==> src/rtl/psum_accumulator.sv <==
// rtl/psum_accumulator.sv - accumulates NUM_CHUNKS signed partial sums per result and queues results in a FIFO
module psum_accumulator #(
    parameter int PARTIAL_SUM_BW = 20,
    parameter int ACC_BW         = 22,
    parameter int NUM_CHUNKS     = 4,
    parameter int FIFO_DEPTH     = 4,
    localparam int CIW = (NUM_CHUNKS > 1) ? $clog2(NUM_CHUNKS) : 1,
    localparam int PW  = $clog2(FIFO_DEPTH)
) (
    input  logic                      clk,
    input  logic                      rstn,
    input  logic                      in_valid,
    output logic                      in_ready,
    input  logic [PARTIAL_SUM_BW-1:0] in_psum,
    input  logic                      acc_clr,
    output logic                      out_valid,
    input  logic                      out_ready,
    output logic [ACC_BW-1:0]         out_sum,
    output logic [CIW-1:0]            chunk_idx,
    output logic [PW:0]               fifo_count,
    output logic                      ovf
);

    // Guard bits let the true group sum be held, so a group that wraps at an
    // intermediate add is still reported as overflowed at push time.
    localparam int WIDE = ACC_BW + CIW + 1;
    localparam logic [CIW-1:0] LAST_IDX = CIW'(NUM_CHUNKS - 1);
    localparam logic [PW:0]    FULL_CNT = (PW + 1)'(FIFO_DEPTH);

    logic [WIDE-1:0]   acc;
    logic [WIDE-1:0]   acc_base;
    logic [WIDE-1:0]   psum_ext;
    logic [WIDE-1:0]   sum;
    logic [CIW-1:0]    chunk_base;
    logic              last_chunk;
    logic              sum_ovf;
    logic              accept;
    logic              push;
    logic              pop;
    logic [ACC_BW-1:0] mem [FIFO_DEPTH];
    logic [PW-1:0]     wr_ptr;
    logic [PW-1:0]     rd_ptr;

    assign in_ready  = (fifo_count != FULL_CNT) & rstn;
    assign out_valid = (fifo_count != '0);
    assign out_sum   = out_valid ? mem[rd_ptr] : '0;

    assign accept = in_valid & in_ready;
    assign pop    = out_valid & out_ready;

    // acc_clr in the same cycle as an accept restarts the group with this psum.
    assign acc_base   = acc_clr ? '0 : acc;
    assign chunk_base = acc_clr ? '0 : chunk_idx;
    assign psum_ext   = {{(WIDE - PARTIAL_SUM_BW){in_psum[PARTIAL_SUM_BW-1]}}, in_psum};
    assign sum        = acc_base + psum_ext;
    assign last_chunk = (chunk_base == LAST_IDX);
    assign push       = accept & last_chunk;
    assign sum_ovf    = (|sum[WIDE-1:ACC_BW-1]) & ~(&sum[WIDE-1:ACC_BW-1]);

    always_ff @(posedge clk or negedge rstn) begin
        if (!rstn) begin
            acc       <= '0;
            chunk_idx <= '0;
            ovf       <= 1'b0;
        end else if (accept) begin
            if (last_chunk) begin
                acc       <= '0;
                chunk_idx <= '0;
                if (sum_ovf) begin
                    ovf <= 1'b1;
                end
            end else begin
                acc       <= sum;
                chunk_idx <= chunk_base + 1'b1;
            end
        end else if (acc_clr) begin
            acc       <= '0;
            chunk_idx <= '0;
        end
    end

    // Storage needs no reset: out_sum is gated by out_valid.
    always_ff @(posedge clk) begin
        if (push) begin
            mem[wr_ptr] <= sum[ACC_BW-1:0];
        end
    end

    always_ff @(posedge clk or negedge rstn) begin
        if (!rstn) begin
            wr_ptr     <= '0;
            rd_ptr     <= '0;
            fifo_count <= '0;
        end else begin
            if (push) begin
                wr_ptr <= wr_ptr + 1'b1;
            end
            if (pop) begin
                rd_ptr <= rd_ptr + 1'b1;
            end
            case ({push, pop})
                2'b10:   fifo_count <= fifo_count + 1'b1;
                2'b01:   fifo_count <= fifo_count - 1'b1;
                default: fifo_count <= fifo_count;
            endcase
        end
    end

endmodule

==> config.mk <==
export PLATFORM = sky130hd
export DESIGN_NAME = psum_accumulator
export DESIGN_NICKNAME = d
export VERILOG_FILES = /design/src/rtl/psum_accumulator.sv
export SDC_FILE = /design/constraint.sdc
export NUM_CORES = 1
export LEC_CHECK = 0
export BUFFER_PORTS_ARGS = -buffer_cell sky130_fd_sc_hd__buf_2
export CAP_MARGIN = 10
export CORE_MARGIN = 4
export CORE_UTILIZATION = 62
export CTS_BUF_LIST = sky130_fd_sc_hd__clkbuf_4 sky130_fd_sc_hd__clkbuf_8
export DETAILED_ROUTE_END_ITERATION = 10
export MAX_ROUTING_LAYER = met4
export PLACE_DENSITY_LB_ADDON = 0.12
export SYNTH_ARGS = -nofsm -noshare
export SYNTH_HDL_FRONTEND = slang
export SYNTH_SLANG_ARGS = --single-unit
==> constraint.sdc <==
create_clock -name clk -period 3.9 [get_ports clk]
set_input_delay 0.39 -clock clk [delete_from_list [all_inputs] [get_ports clk]]
set_output_delay 0.39 -clock clk [all_outputs]
set_load 0.02 [all_outputs]
==> impl_metrics.tcl <==
set metrics [dict create \
    cts_tree "yes" \
    report.final.slew_viol_count 0 \
    gp_congestion 0.8766 \
    cp.arrival_ns 3.26 \
    crit_fanout 23 \
    ios 55 \
    seqCellArea_mm2 0.003518 \
    cts-root-buf "clkbuf_8" \
    vias_per_cell 5.969 \
    critPathRequiredTime_ns 4.22 \
    worstSetupEndpointType "register" \
    grt_pass1_wl_um 21980 \
    cts.sinks 123 \
    slowest_delay_ns 0.40 \
    fin_crit_sh_pct 75.47 \
    vias 4226 \
    fin_setup_tns_ns 0 \
    grt_usage_pct 25.82 \
    synth.avg_cell_area_um2 12.78 \
    cts-hold-fix-buffers 0 \
    yosys_warnings 0 \
    final_common_cell "edfxtp_1" \
    worstSetupPathType "primary input to register" \
    rows 36 \
    cts_setup_buffers 0 \
    synth_area_mm2 0.006389 \
    final_cell_mix "88 x edfxtp_1, 54 x buf_2, 35 x dfrtp_1" \
    status "completed" \
    dieArea_mm2 0.01199 \
    core_mm2 0.009910 \
    synth_nets 557 \
    startpoint_type "primary input" \
    synth-edff-count 88 \
    final_nets 619 \
    antenna_left 0 \
    slew_headroom_pct 23.87 \
    syn-instance-count 500 \
    p_per_area_mw_per_mm2 605.6 \
    n_antenna_cell 0 \
    hold_viol 0 \
    drt-initial-drc-count 335 \
    hpwl_um 8949 \
    slowest_stage "a211oi_2" \
    peakVddDrop_uv 514.4 \
    synth_flop_cell "edfxtp_1" \
    skew_ns 0.009802 \
    p_leak_nw 2.894 \
    cts_htree_levels 4 \
    drv_cap 0 \
    antenna_found_initial 0 \
    fill_cells 680 \
    hold_path_class "primary input to async pin" \
    die_w_um 109.5 \
    grt_max_degree 36 \
    cts-buffers-inserted 17 \
    setup-violations-final 0 \
    area_delta_synth_final_pct 13.12 \
    fin_crit_ns 2.943 \
    overflow 0 \
    clk_latency_ns 0.44 \
    multi_input_area_mm2 0.002666 \
    worst_pin_slew_ns 1.142 \
    dr.pass1.iters 5 \
    synthArstFlopShare_pct 28.46 \
    cts_max_path_buffers 2 \
    drc_errors 0 \
    ctsResizeCount 0 \
    clk_pin_slew_ns 0.07 \
    ys_seq_area_share_pct 55.07 \
    first_global_vias 4370 \
    wl_um 13700 \
    fin_util_pct 72.93 \
    ys_seq_elements 123 \
    final_layout_size_suffix_gt1_share_pct 25.22 \
    synth_cell_types 59 \
    portBuffers 54 \
    worstPathCellList "buf_2, buf_4, nor2b_1, ha_1, o21a_1, nand3_1, a211oi_2, o211ai_1, nor4_1, and4_1, a221oi_2" \
    start_util_pct 64.47 \
    rsz0062_at_grt "false" \
    wl_per_cell_um 19.35 \
    fmax_mhz 339.8 \
    fp.dieH_um 109.5 \
]
critical path, delay by kind of cell:
kind,cells,cell delay [ns]
buffers and inverters,2,0.68
AND/OR/NAND/NOR,4,0.91
AO/OA/AOI/OAI,4,0.90
adder cells (fa/ha/maj),1,0.35
state kept, by name, indices dropped and copies added, names as in the netlist:
signal,count
mem,88
acc,25
rd_ptr,2
wr_ptr,2
fifo_count,3
chunk_idx,2
ovf,1
area by class of cell:
cell class | count | area share (%)
clock inverters | 11 | 1.991
repair buffers | 63 | 4.675
clock buffers | 21 | 3.740
well taps | 133 | 2.303
multi-input cells | 324 | 36.89
inverters | 33 | 1.714
flip-flops and latches | 123 | 48.68
cell families after synthesis:
logic type      Yosys count  share of synthesized area [%]
simple gates            139                          11.30
flops                   123                          55.07
fa+ha+maj                32                          6.502
mux                      28                          8.794
xor+xnor                 23                          3.153
compound gates          102                          11.97
buf+inv                  53                          3.212
final timing paths:
check	cells past startpoint	slack [ns]	startpoint	endpoint
min in group clk	3	0.30	out_ready	rd_ptr[0]$_DFFE_PN0P_
max reg2reg	11	0.98	acc[0]$_DFF_PN0_	ovf$_DFFE_PN0P_
max in group asynchronous	2	3.53	rstn	acc[7]$_DFF_PN0_
min	2	0.01	rstn	fifo_count[1]$_DFFE_PN0P_
min reg2reg	1	0.51	rd_ptr[0]$_DFFE_PN0P_	rd_ptr[0]$_DFFE_PN0P_
max	11	0.96	acc_clr	ovf$_DFFE_PN0P_
through the flow:
stage               total power, mW  std cells  area (µm²)  hold WS (ns)  setup WS (ns)
floorplan                     2.817        500        6389       0.09441         0.6287
global placement              3.201        676        6813        0.4756         0.6921
detailed placement            3.238        676        6813        0.4949         0.5984
CTS                           4.415        708        7227       0.01262         0.9892
global route                  4.621        708        7227       0.04233         0.7557
finish                        4.377        708        7227       0.01393         0.9568
per-layer routing:
| layer | GRT usage, % | vias up | wire [µm] |
|---|---|---|---|
| li1 | - | 2001 | - |
| met1 | 32.66 | 2068 | 5920 |
| met2 | 41.98 | 131 | 6826 |
| met3 | 5.109 | 26 | 720 |
| met4 | 9.083 | 0 | 231 |
| met5 | - | - | 0 |
where the power goes:
| part | leakage, nW | switching [mW] | internal, mW |
|---|---|---|---|
| combinational | 1.44 | 0.884 | 0.665 |
| sequential | 1.25 | 0.101 | 1.56 |
| clock | 0.202 | 0.496 | 0.668 |
synth_stat cells (2+ instances only):
library cell	number	area share, %
a211oi_1	4	0.47
a211oi_2	3	0.59
a21boi_1	3	0.35
a21o_1	5	0.59
a21oi_1	20	1.6
a31o_1	7	0.96
a31o_2	10	1.4
a31oi_1	2	0.20
and2_1	28	2.7
and3_1	6	0.59
and4_1	2	0.27
buf_1	2	0.12
buf_2	5	0.39
clkbuf_1	13	0.76
dfrtp_1	35	14
edfxtp_1	88	41
fa_1	2	0.63
ha_1	30	5.9
inv_1	32	1.9
mux2_2	5	0.88
mux4_2	22	7.8
nand2_1	15	0.88
nand2b_1	2	0.20
nand3_1	7	0.55
nand4_1	2	0.20
nor2_1	33	1.9
nor2b_1	18	1.8
nor3_1	20	1.6
nor4_1	2	0.20
o211ai_1	2	0.23
o21a_1	2	0.23
o21ai_0	11	0.86
o21ai_1	5	0.39
o21ai_2	2	0.27
o21bai_1	3	0.35
o31a_1	2	0.27
o31ai_1	4	0.47
o32ai_1	2	0.27
or3_1	3	0.29
xnor2_1	13	1.8
xor2_1	10	1.4
No activity file was read; power rests on OpenSTA's default activity.
